File: src/rtl/mem_port_arbiter.sv
// ---------------------------------------------------------------------------
// mem_port_arbiter
//
// Shares one single-port, variable-latency memory between the instruction
// fetch path (read-only) and the data path (LDM/STM).  Each access runs
// through IDLE -> BUSY_IF/BUSY_DM -> IDLE.  When both paths contend, the
// grant goes to the one that did not win last time.  A wait counter aborts
// an access that never sees mem_ready.
//
// Handshake (both requester ports): the requester raises req and holds its
// address/we/wdata stable until the matching valid pulse.  It must drop req
// in the cycle valid is high.  valid is a single-cycle pulse, and err
// qualifies it as a timed-out access.  The memory side sees mem_en held
// high with stable mem_addr/mem_we/mem_wdata until mem_ready.  mem_ready
// counts only while mem_en is high.
//
// Ports:
//   clk, rst_n                      clock, async active-low reset
//   if_req/if_addr                  fetch request and address
//   if_valid/if_rdata/if_err        fetch completion, data, timeout flag
//   dm_req/dm_we/dm_addr/dm_wdata   data request (read or write)
//   dm_valid/dm_rdata/dm_err        data completion, load data, timeout flag
//   mem_en/mem_we/mem_addr/mem_wdata  memory strobe and request fields
//   mem_rdata/mem_ready             memory read data and completion
//   busy                            an access is in flight
//   owner                           current/most recent grantee (1 = data)
// ---------------------------------------------------------------------------
module mem_port_arbiter #(
    parameter int ADDR_W  = 12,
    parameter int DATA_W  = 8,
    parameter int TIMEOUT = 15
) (
    input  logic              clk,
    input  logic              rst_n,
    input  logic              if_req,
    input  logic [ADDR_W-1:0] if_addr,
    output logic              if_valid,
    output logic [DATA_W-1:0] if_rdata,
    output logic              if_err,
    input  logic              dm_req,
    input  logic              dm_we,
    input  logic [ADDR_W-1:0] dm_addr,
    input  logic [DATA_W-1:0] dm_wdata,
    output logic              dm_valid,
    output logic [DATA_W-1:0] dm_rdata,
    output logic              dm_err,
    output logic              mem_en,
    output logic              mem_we,
    output logic [ADDR_W-1:0] mem_addr,
    output logic [DATA_W-1:0] mem_wdata,
    input  logic [DATA_W-1:0] mem_rdata,
    input  logic              mem_ready,
    output logic              busy,
    output logic              owner
);

    localparam int CNT_W = 8;
    localparam logic [CNT_W-1:0] WAIT_LAST = CNT_W'(TIMEOUT - 1);

    typedef enum logic [1:0] {
        IDLE    = 2'd0,
        BUSY_IF = 2'd1,
        BUSY_DM = 2'd2
    } state_t;

    state_t             state_q, state_d;
    logic               last_owner_q;
    logic               owner_q;
    logic [CNT_W-1:0]   wait_cnt_q;
    logic [ADDR_W-1:0]  lat_addr_q;
    logic               lat_we_q;
    logic [DATA_W-1:0]  lat_wdata_q;
    logic               if_valid_q, if_err_q, dm_valid_q, dm_err_q;
    logic [DATA_W-1:0]  if_rdata_q, dm_rdata_q;

    logic               if_elig, dm_elig;
    logic               grant_if, grant_dm;
    logic               done, timeout;

    // A requester whose valid is high this cycle is finishing; masking it
    // keeps a not-yet-dropped req from winning a second grant.
    assign if_elig = if_req & ~if_valid_q;
    assign dm_elig = dm_req & ~dm_valid_q;

    always_comb begin
        state_d  = state_q;
        grant_if = 1'b0;
        grant_dm = 1'b0;
        done     = 1'b0;
        timeout  = 1'b0;
        unique case (state_q)
            IDLE: begin
                if (if_elig && dm_elig) begin
                    // Contention: the loser of the previous round wins.
                    if (last_owner_q) grant_if = 1'b1;
                    else              grant_dm = 1'b1;
                end else if (if_elig) begin
                    grant_if = 1'b1;
                end else if (dm_elig) begin
                    grant_dm = 1'b1;
                end
                if (grant_if)      state_d = BUSY_IF;
                else if (grant_dm) state_d = BUSY_DM;
            end
            BUSY_IF, BUSY_DM: begin
                // mem_ready in the final allowed cycle still counts as success.
                if (mem_ready) begin
                    done    = 1'b1;
                    state_d = IDLE;
                end else if (wait_cnt_q == WAIT_LAST) begin
                    timeout = 1'b1;
                    state_d = IDLE;
                end
            end
            default: state_d = IDLE;
        endcase
    end

    always_ff @(posedge clk or negedge rst_n) begin
        if (!rst_n) begin
            state_q      <= IDLE;
            last_owner_q <= 1'b0;
            owner_q      <= 1'b0;
            wait_cnt_q   <= '0;
            lat_addr_q   <= '0;
            lat_we_q     <= 1'b0;
            lat_wdata_q  <= '0;
            if_valid_q   <= 1'b0;
            if_err_q     <= 1'b0;
            if_rdata_q   <= '0;
            dm_valid_q   <= 1'b0;
            dm_err_q     <= 1'b0;
            dm_rdata_q   <= '0;
        end else begin
            state_q    <= state_d;
            if_valid_q <= 1'b0;
            if_err_q   <= 1'b0;
            dm_valid_q <= 1'b0;
            dm_err_q   <= 1'b0;

            if (grant_if) begin
                owner_q      <= 1'b0;
                last_owner_q <= 1'b0;
                wait_cnt_q   <= '0;
                lat_addr_q   <= if_addr;
                lat_we_q     <= 1'b0;
                lat_wdata_q  <= '0;
            end else if (grant_dm) begin
                owner_q      <= 1'b1;
                last_owner_q <= 1'b1;
                wait_cnt_q   <= '0;
                lat_addr_q   <= dm_addr;
                lat_we_q     <= dm_we;
                lat_wdata_q  <= dm_wdata;
            end

            if (state_q != IDLE && !done && !timeout) begin
                wait_cnt_q <= wait_cnt_q + 1'b1;
            end

            if (state_q == BUSY_IF && (done || timeout)) begin
                if_valid_q <= 1'b1;
                if_err_q   <= timeout;
                if_rdata_q <= timeout ? '0 : mem_rdata;
            end

            if (state_q == BUSY_DM && (done || timeout)) begin
                dm_valid_q <= 1'b1;
                dm_err_q   <= timeout;
                if (timeout)       dm_rdata_q <= '0;
                else if (!lat_we_q) dm_rdata_q <= mem_rdata;
            end
        end
    end

    assign mem_en    = (state_q != IDLE);
    assign busy      = (state_q != IDLE);
    assign mem_we    = lat_we_q;
    assign mem_addr  = lat_addr_q;
    assign mem_wdata = lat_wdata_q;
    assign owner     = owner_q;
    assign if_valid  = if_valid_q;
    assign if_err    = if_err_q;
    assign if_rdata  = if_rdata_q;
    assign dm_valid  = dm_valid_q;
    assign dm_err    = dm_err_q;
    assign dm_rdata  = dm_rdata_q;

endmodule

File: config.mk
export PLATFORM = sky130hd
export DESIGN_NAME = mem_port_arbiter
export DESIGN_NICKNAME = d
export VERILOG_FILES = /design/src/rtl/mem_port_arbiter.sv
export SDC_FILE = /design/constraint.sdc
export NUM_CORES = 1
export LEC_CHECK = 0
export CORE_ASPECT_RATIO = 1.75
export CORE_MARGIN = 2
export CORE_UTILIZATION = 39
export DETAILED_ROUTE_END_ITERATION = 10
export PLACE_DENSITY_LB_ADDON = 0.08
export SLEW_MARGIN = 20
export SYNTH_ARGS = -nofsm -noshare
export SYNTH_HDL_FRONTEND = slang
export SYNTH_SLANG_ARGS = --single-unit
File: constraint.sdc
create_clock -name clk -period 1.85 [get_ports clk]
set_input_delay 0.555 -clock clk [delete_from_list [all_inputs] [get_ports clk]]
set_output_delay 0.555 -clock clk [all_outputs]
set_load 0.01 [all_outputs]
## After elaboration in Yosys (flattened, before gate mapping)

Cells that the tools add are included.

- Flip-flop bits (word level): 52
- Output and inout bits: 44
- Word-level logic and storage cells: 77

- $add $sub $neg: 1
- Equal/unequal tests: 6
- Multiplexer cells: 39
- Bitwise operators: 4
- Reduce and logical (&&, ||, !) cells: 15

Operators by type and width:

| kind | number |
|---|---|
| two-way mux 8 bit | 8 |
| two-way mux 1 bit | 24 |
| two-way mux 12 bit | 2 |
| adder 8 x 1 -> 8 bit, second input constant | 1 |
| == test 8 x 4 -> 1 bit, second input constant | 1 |
| two-way mux 2 bit | 4 |
| inequality test 3 bit, second input constant | 2 |
| logical AND 1 bit | 5 |
| case mux 2 bit (2 select lines) | 1 |
| AND reduction 2 bit | 2 |
| nonzero test 2 bit | 2 |
| nonzero test 3 bit | 1 |
| bitwise AND 1 bit | 2 |
| == test 2 x 1 -> 1 bit, second input constant | 1 |
| == test 2 bit, second input constant | 1 |
| logical NOT 1 bit | 2 |
| logical NOT 2 bit | 1 |
| inequality test 2 x 1 -> 1 bit, second input constant | 1 |
| inverter 1 bit | 2 |
| OR reduction 2 bit | 1 |
| logical OR 1 bit | 1 |

## Depth between registers and ports, before layout

Gate-level depths: netlist of the first run.

- Depth in word-level cells: 10
- Mapped depth: 8
- Depth with buffers taken out: 6

## Least setup slack after synthesis of the first run

No wires, ideal clock.

- Kind: register -> register
- From: register state_q[0]
- To: register wait_cnt_q[2]
- Arrival: 1645 ps
- Required time: 1726 ps
- Path slack: 82 ps
- Cell stages (with the launch flop): 7
- Buffers on the path: 0
- Path through: dfrtp_1 -> inv_1 -> ha_1 -> a21oi_2 -> a21bo_2 -> and2_4 -> a211o_1

- Cells in the longest elaborated chain, start to end: 7
- Elaborated cells on any way between the ends: 16

Ends and longest elaborated chain:

| item | RTL line | text |
|---|---|---|
| start, declared | 66 | `state_t state_q, state_d;` |
| start signal, assigned | 135 | `state_q <= state_d;` |
| == test 2 x 1 -> 1 bit / == test 2 bit (equally long branches) | 91 | `unique case (state_q)` |
| OR reduction 2 bit | 91 |  |
| two-way mux 1 bit | 91 |  |
| logical NOT 1 bit | 157 | `if (state_q != IDLE && !done && !timeout) begin` |
| logical AND 1 bit (2 in a row) | 157 |  |
| nonzero test 3 bit (no source line) / two-way mux 8 bit (equally long branches) | - |  |
| end signal, assigned | 158 | `wait_cnt_q <= wait_cnt_q + 1'b1;` |
| end, declared | 69 | `logic [CNT_W-1:0] wait_cnt_q;` |

Several ways; a longest one is shown, not always the timed one.
A chain may end at the register's enable or synchronous reset.

## Worst setup path after layout of the first run

- From: register dm_rdata_q[2], in the netlist dm_rdata[2]
- To: output port dm_rdata[2]

RTL lines:

| item | RTL line | text |
|---|---|---|
| start, declared | 74 | `logic [DATA_W-1:0] if_rdata_q, dm_rdata_q;` |
| start signal, assigned | 171 | `else if (!lat_we_q) dm_rdata_q <= mem_rdata;` |
| end, declared | 45 | `output logic [DATA_W-1:0] dm_rdata,` |

No word-level cell between the ends.

==> key figures, run 1 <==
Worst setup path
  – Worst Path Class, Setup: flop to output port
  – Critical Path Start: dm_rdata[2]
  – Critical path data arrival time: 1240 ps
  – Critical Path RT: 1290 ps
  – Worst reg2reg path startpoint: state_q[1]
  – Worst flop-to-flop path endpoint: wait_cnt_q[4]
  – Reg2Reg Setup Slack: 130 ps
  – Worst setup EP type: output port
  – Worst Setup Start Kind: flop
  – Crit-path cells: clkdlybuf4s50_1
  – Family of cells with the greatest summed delay on the critical path: buffers and inverters
  – Crit path buf inv count: 1
  – Crit-path slowest cell: sky130_fd_sc_hd__clkdlybuf4s50_1
  – CP Max Fanout: 2
  – Maximum cell stage delay along the critical path: 550 ps
  – Reg2reg path depth: 7

STA
  – Final setup margin: 57.24 ps
  – WHS: 220.4 ps
  – Clock period minus worst slack: 1793 ps
  – Final worst-path cycle share: 0.9691
  – Maximum clock rate: 557.8 MHz
  – Slew @ Worst Pin: 516.7 ps
  – Worst slew slack as a fraction of its limit: 0.6542
  – Final setup violation count: 0
  – Clock Skew: 10.36 ps
  – Setup tns final: 0 ps
  – Max-slew violation count: 0
  – Fin. Hold Viols: 0
  – Unrepaired setup endpoints after global routing: false

Routing
  – Routed length per instance: 14.50 microns
  – Drt drc: 0
  – Detailed Routing Iterations Pass 1: 4
  – Vias per Instance: 5.073
  – Antenna viol nets, final: 0
  – Drt first-iter violations: 68
  – Final routed wirelength across all metal layers: 5553 microns
  – Total via count in the routed design: 1943

Floorplan
  – Die Span X: 62.35 microns
  – Count of pins on the block boundary: 90
  – Number of cell rows: 37
  – Area of the core: 5833 sq um
  – Die outline area: 6615 sq um
  – Initial Utilization: 0.3983
  – Vertical die dimension: 106.1 microns

Global route
  – GR Util All Layers: 0.1826
  – Pin count of the biggest net entering global routing: 53
  – Total global routing overflow: 0
  – First-pass GRT wire length: 9480 microns
  – Number of global-route vias before repair: 2004
  – Number of antenna violations at the first check in global routing: 0

CTS
  – Maximum buffer depth of the clock tree: 2
  – Total clock buffers created by CTS: 5
  – Clock Latency Late Sink: 310 ps
  – Clk sink count: 52
  – Root buffer cell: sky130_fd_sc_hd__clkbuf_8
  – H-Tree Level Count: 2
  – TritonCTS clock tree: done
  – Clock transition time at the flip-flop clock pins of the worst setup and hold paths: 100 ps

Placement
  – Gp weighted congestion: 0.7818
  – Post-Place Setup Slack: -170.2 ps
  – HPWL reported at the end of detailed placement: 4235 microns
  – Inst Count DP: 374
  – PortBufs: 89
  – Cell area after placement: 3418 sq um

Power
  – Reported leakage power: 1.608 nW
  – Post-layout power: 5.137 mW
  – Ratio of total power to cell area: 1452 nW/um^2
  – Peak supply drop: 0.7031 mV

Logic synthesis
  – Sequential share of the synthesized area: 0.5600
  – Net Count, Synth: 249
  – Area fraction of the dominant cell type after synthesis: 0.5600
  – Post-synth cell types: 41
  – Cell Area, Synth: 2323 sq um
  – Dominant register cell in the synthesized netlist: sky130_fd_sc_hd__dfrtp_1
  – Number of warnings reported in the yosys synthesis log: 0
  – #FFs+latches synth: 52
  – Share of flip-flops with an asynchronous set or reset: 1.000
  – Number of enable-type register cells in the synthesized netlist: 0
  – Mapped Avg Cell Area: 11.73 sq um
  – Post-Syn Instances: 198
  – Synth area leader: sky130_fd_sc_hd__dfrtp_1
  – Ranking of synthesized cells by area: sky130_fd_sc_hd__dfrtp_1 (56%), sky130_fd_sc_hd__a22o_1 (9.8%), sky130_fd_sc_hd__mux2i_1 (4.3%), sky130_fd_sc_hd__o21ai_0 (3.2%), sky130_fd_sc_hd__nand2_1 (2.9%)

Cells and area
  – Net total in the final layout: 355
  – Cell Count, Final, Fillers Out: 383
  – Share of post-route cells with drive strength above 1: 0.1574
  – Area Overhead vs Synth: 52.23%
  – Utilization of the core after routing: 0.6064
  – Count of inserted antenna diode cells: 0
  – Total non-filler cell area in the finished layout: 3537 sq um

Outcome
  – Run status: finished clean

Hold path
  – Path category of the worst min-delay check: input pin to async pin

Run
  – Max cap viols: 0
[area by class of cell]
type,instances,area [sq um]
multi-input cells,130,939.7
clock inverters,3,26.28
repair buffers,110,1085
well taps,78,97.59
inverters,5,18.77
clock buffers,5,68.82
fillers,545,2296
flip-flops and latches,52,1301
[state kept, by name (all words and copies together) (netlist names)]
register,flops
dm_err,1
dm_rdata,8
dm_valid,1
if_err,1
if_rdata,8
if_valid,1
mem_addr,12
mem_wdata,8
mem_we,1
owner,1
state_q,2
wait_cnt_q,8
[synthesized netlist by cell type, types with 2 or more instances]
master / n
sky130_fd_sc_hd__nand3_1: 8
sky130_fd_sc_hd__nand2_1: 18
sky130_fd_sc_hd__nor2_1: 6
sky130_fd_sc_hd__nand2b_1: 2
sky130_fd_sc_hd__nor3_1: 4
sky130_fd_sc_hd__buf_4: 2
sky130_fd_sc_hd__a21o_1: 2
sky130_fd_sc_hd__a21oi_1: 4
sky130_fd_sc_hd__ha_1: 5
sky130_fd_sc_hd__and3_1: 3
sky130_fd_sc_hd__inv_1: 5
sky130_fd_sc_hd__mux2i_1: 10
sky130_fd_sc_hd__a21oi_2: 2
sky130_fd_sc_hd__a22o_1: 26
sky130_fd_sc_hd__buf_2: 4
sky130_fd_sc_hd__a211o_1: 4
sky130_fd_sc_hd__o21a_1: 2
sky130_fd_sc_hd__buf_6: 3
sky130_fd_sc_hd__dfrtp_1: 52
sky130_fd_sc_hd__o21ai_0: 15
[how the worst max path moves through the flow]
stage	slack [ps]	cells after the start	endpoint
2_1_floorplan	80	6	wait_cnt_q[2]
3_3_place_gp	-170	5	wait_cnt_q[2]
3_5_place_dp	-170	5	wait_cnt_q[7]
4_1_cts	0.9	1	dm_valid
5_1_grt	4	4	mem_en
6_report	60	1	dm_rdata[2]
[repair_timing]
| action | in CTS | in global routing |
|---|---|---|
| setup endpoints to repair | 4 | 7 |
| pin swaps | 0 | 0 |
| hold buffers | 0 | 0 |
| gates resized for setup | 9 | 3 |
| buffers inserted | 1 | 0 |
| hold endpoints to repair | 0 | 0 |
[cells by family (layout without fill, tap and decap cells)]
group           count (synthesis)  after routing  share of synthesized area
xor+xnor                        1              1                   0.003770
buf+inv                        16            123                    0.04092
compound gates                 60             60                     0.1960
mux                            10             10                    0.04308
fa+ha+maj                       5              5                    0.02693
simple gates                   54             54                     0.1292
flops                          52             52                     0.5600
[power by group]
| group | internal, mW | switching (mW) | leakage, nW |
|---|---|---|---|
| combinational | 1.52 | 1.09 | 0.898 |
| clock | 0.276 | 0.401 | 0.0423 |
| sequential | 1.59 | 0.272 | 0.668 |
[placed cells by master, fill, tap and decap left out, types with 2 or more instances in the layout]
cell type,synthesis,layout
sky130_fd_sc_hd__nand3_1,8,8
sky130_fd_sc_hd__clkdlybuf4s15_2,0,2
sky130_fd_sc_hd__and3_1,3,3
sky130_fd_sc_hd__a211o_1,4,4
sky130_fd_sc_hd__clkinvlp_4,0,2
sky130_fd_sc_hd__a21oi_1,4,4
sky130_fd_sc_hd__buf_4,2,18
sky130_fd_sc_hd__nor3_1,4,4
sky130_fd_sc_hd__o21ai_0,15,15
sky130_fd_sc_hd__o21a_1,2,2
sky130_fd_sc_hd__a21oi_2,2,2
sky130_fd_sc_hd__buf_12,0,3
sky130_fd_sc_hd__ha_1,5,4
sky130_fd_sc_hd__nand2b_1,2,2
sky130_fd_sc_hd__clkbuf_8,0,5
sky130_fd_sc_hd__mux2i_1,10,10
sky130_fd_sc_hd__inv_2,0,2
sky130_fd_sc_hd__a22o_1,26,26
sky130_fd_sc_hd__inv_1,5,3
sky130_fd_sc_hd__nand2_1,18,18
sky130_fd_sc_hd__nor2_1,6,6
sky130_fd_sc_hd__a21o_1,2,2
sky130_fd_sc_hd__dfrtp_1,52,52
sky130_fd_sc_hd__clkdlybuf4s50_1,0,84
[metal layers]
metal  global-route usage  part of all wire  up-vias
met5                    0                 0        -
met4              0.07143             0.018        0
met3              0.03810             0.043        8
met2               0.3339              0.55       54
met1               0.2061              0.39      949
li1                     -                 -      932
(Power assumes the default switching activity.)
==> run 2: changes to the inputs <==
--- a/config.mk
+++ b/config.mk
@@ -5,10 +5,13 @@
 export SDC_FILE = /design/constraint.sdc
 export NUM_CORES = 1
 export LEC_CHECK = 0
+export ABC_AREA = 0
 export CORE_ASPECT_RATIO = 1.75
 export CORE_MARGIN = 2
-export CORE_UTILIZATION = 39
+export CORE_UTILIZATION = 56
+export CTS_CLUSTER_SIZE = 24
 export DETAILED_ROUTE_END_ITERATION = 10
+export DONT_BUFFER_PORTS = 1
 export PLACE_DENSITY_LB_ADDON = 0.08
 export SLEW_MARGIN = 20
 export SYNTH_ARGS = -nofsm -noshare
==> run 2 against run 1 <==
  * Via count down 17%
  * Clock power down 6.9%
  * Cell area down 28%
  * Critical path depth up 3
  * Utilization up 2.0 points
  * Sequential share of layout area up 14 points
  * Final cell count down 33%
  * First-iteration DRC count down 68%
  * Global-route usage up 4.1 points
  * Sequential power up 15%
  * Flip-flop and latch count unchanged
  * Largest cell class unchanged
  * Largest power group is now registers
  * Highest routed layer unchanged
==> key figures, run 2 (synthesis results as in run 1) <==
Cells and area
  – Area Overhead vs Synth: 9.801%
  – Share of post-route cells with drive strength above 1: 0.1818
  – Total non-filler cell area in the finished layout: 2551 sq um
  – Most common cell after layout, fill and taps aside: sky130_fd_sc_hd__dfrtp_1
  – Count of inserted antenna diode cells: 0
  – Flip-flop count of the largest register, all copies and words added: 12
  – Net total in the final layout: 259
  – Most used cells in the layout excluding fill and tap cells: sky130_fd_sc_hd__dfrtp_1 (52), sky130_fd_sc_hd__a22o_1 (26), sky130_fd_sc_hd__nand2_1 (18), sky130_fd_sc_hd__o21ai_0 (15), sky130_fd_sc_hd__buf_4 (12)

STA
  – Maximum clock rate: 560.5 MHz
  – Unrepaired setup endpoints after global routing: false
  – Clock period minus worst slack: 1784 ps
  – Final setup violation count: 0
  – Fin. Hold Viols: 0
  – Final worst-path cycle share: 0.9644
  – Setup tns final: 0 ps
  – WHS: 101.2 ps
  – Max-slew violation count: 0
  – Clock Skew: 4.470 ps
  – Slew @ Worst Pin: 378.6 ps
  – Worst slew slack as a fraction of its limit: 0.7476

Worst setup path
  – Worst reg2reg path startpoint: state_q[0]
  – Worst Setup Start Kind: flop
  – CP Max Fanout: 4
  – Critical Path RT: 1290 ps
  – Crit-path slowest cell: sky130_fd_sc_hd__dfrtp_1
  – Reg2reg path depth: 6
  – Worst flop-to-flop path endpoint: wait_cnt_q[7]
  – Worst setup EP type: output port
  – Crit-path cells: inv_2, ha_4, inv_1, buf_4
  – Worst Path Class, Setup: flop to output port
  – Reg2Reg Setup Slack: 90 ps
  – Maximum cell stage delay along the critical path: 400 ps
  – Critical path data arrival time: 1230 ps

CTS
  – Total clock buffers created by CTS: 5
  – Clock transition time at the flip-flop clock pins of the worst setup and hold paths: 90 ps
  – TritonCTS clock tree: done
  – Root buffer cell: sky130_fd_sc_hd__clkbuf_8
  – Clock Latency Late Sink: 300 ps
  – Clk sink count: 52
  – H-Tree Level Count: 2
  – Maximum buffer depth of the clock tree: 2

Routing
  – Total via count in the routed design: 1622
  – Drt drc: 0
  – Drt first-iter violations: 22
  – Vias per Instance: 6.287
  – Antenna viol nets, final: 0
  – Final routed wirelength across all metal layers: 4685 microns
  – Routed length per instance: 18.16 microns
  – Detailed Routing Iterations Pass 1: 4

Placement
  – Gp weighted congestion: 0.7645
  – Cell area after placement: 2391 sq um
  – HPWL reported at the end of detailed placement: 3480 microns
  – PortBufs: 0

Power
  – Ratio of total power to cell area: 1634 nW/um^2
  – Reported leakage power: 1.217 nW
  – Peak supply drop: 0.8966 mV
  – Post-layout power: 4.168 mW

Floorplan
  – Die outline area: 4700 sq um
  – Area of the core: 4073 sq um
  – Number of cell rows: 31
  – Count of pins on the block boundary: 90
  – Initial Utilization: 0.5705
  – Die Span X: 52.69 microns
  – Vertical die dimension: 89.21 microns

Run
  – Max cap viols: 0

Global route
  – Total global routing overflow: 0
  – GR Util All Layers: 0.2238
  – First-pass GRT wire length: 7769 microns
  – Number of global-route vias before repair: 1693
  – Number of antenna violations at the first check in global routing: 0
  – Pin count of the biggest net entering global routing: 53

Hold path
  – Path category of the worst min-delay check: input pin to async pin

Outcome
  – Run status: finished clean
run 2: through the flow:
step                      setup WS (ps)  utilization  cells
after floorplan                   81.51            -    198
after global placement            59.40       0.5871    247
after detailed placement          2.579       0.5871    247
after CTS                         24.19       0.6212    257
after global routing              4.995       0.6264    258
final                             65.89       0.6264    258
run 2: what timing repair did:
action,CTS,global route
setup endpoints to repair,9,18
gates cloned,1,0
gates resized for setup,2,5
hold buffers,1,0
hold endpoints to repair,52,0
setup buffers,0,1
pin swaps,1,1
run 2: area by class of cell:
class | count | area, sq um
Clock buffer | 6 | 72.57
Clock inverter | 2 | 16.27
Fill cell | 329 | 1521
Inverter | 5 | 18.77
Multi-Input combinational cell | 131 | 963.4
Sequential cell | 52 | 1301
Tap cell | 49 | 61.31
Timing Repair Buffer | 13 | 117.6
run 2: per-layer routing:
metal,up-vias,track usage,wire [microns]
met1,819,0.2489,1730
met3,7,0.05518,298
met5,-,0,0
li1,739,-,-
met2,57,0.3989,2585
met4,0,0.09091,70
run 2: power breakdown:
group | leakage, nW | internal, mW | switching, mW
Clock | 0.0414 | 0.269 | 0.361
Sequential | 0.668 | 1.59 | 0.542
Combinational | 0.508 | 0.721 | 0.689
Total | 1.22 | 2.58 | 1.59
run 2: how the worst max path moves through the flow:
stage / start / end / cells past startpoint
2_1_floorplan: state_q[0] / wait_cnt_q[2] / 6
3_3_place_gp: state_q[0] / wait_cnt_q[7] / 6
3_5_place_dp: state_q[0] / wait_cnt_q[7] / 6
4_1_cts: state_q[0] / busy / 4
5_1_grt: state_q[1] / busy / 4
6_report: state_q[0] / busy / 4
run 2: worst max-delay path, delay by kind of cell (launching register included):
family	cells	cell delay, ps
DFF	1	400
adders and majority gates	1	180
buffers and inverters	3	350
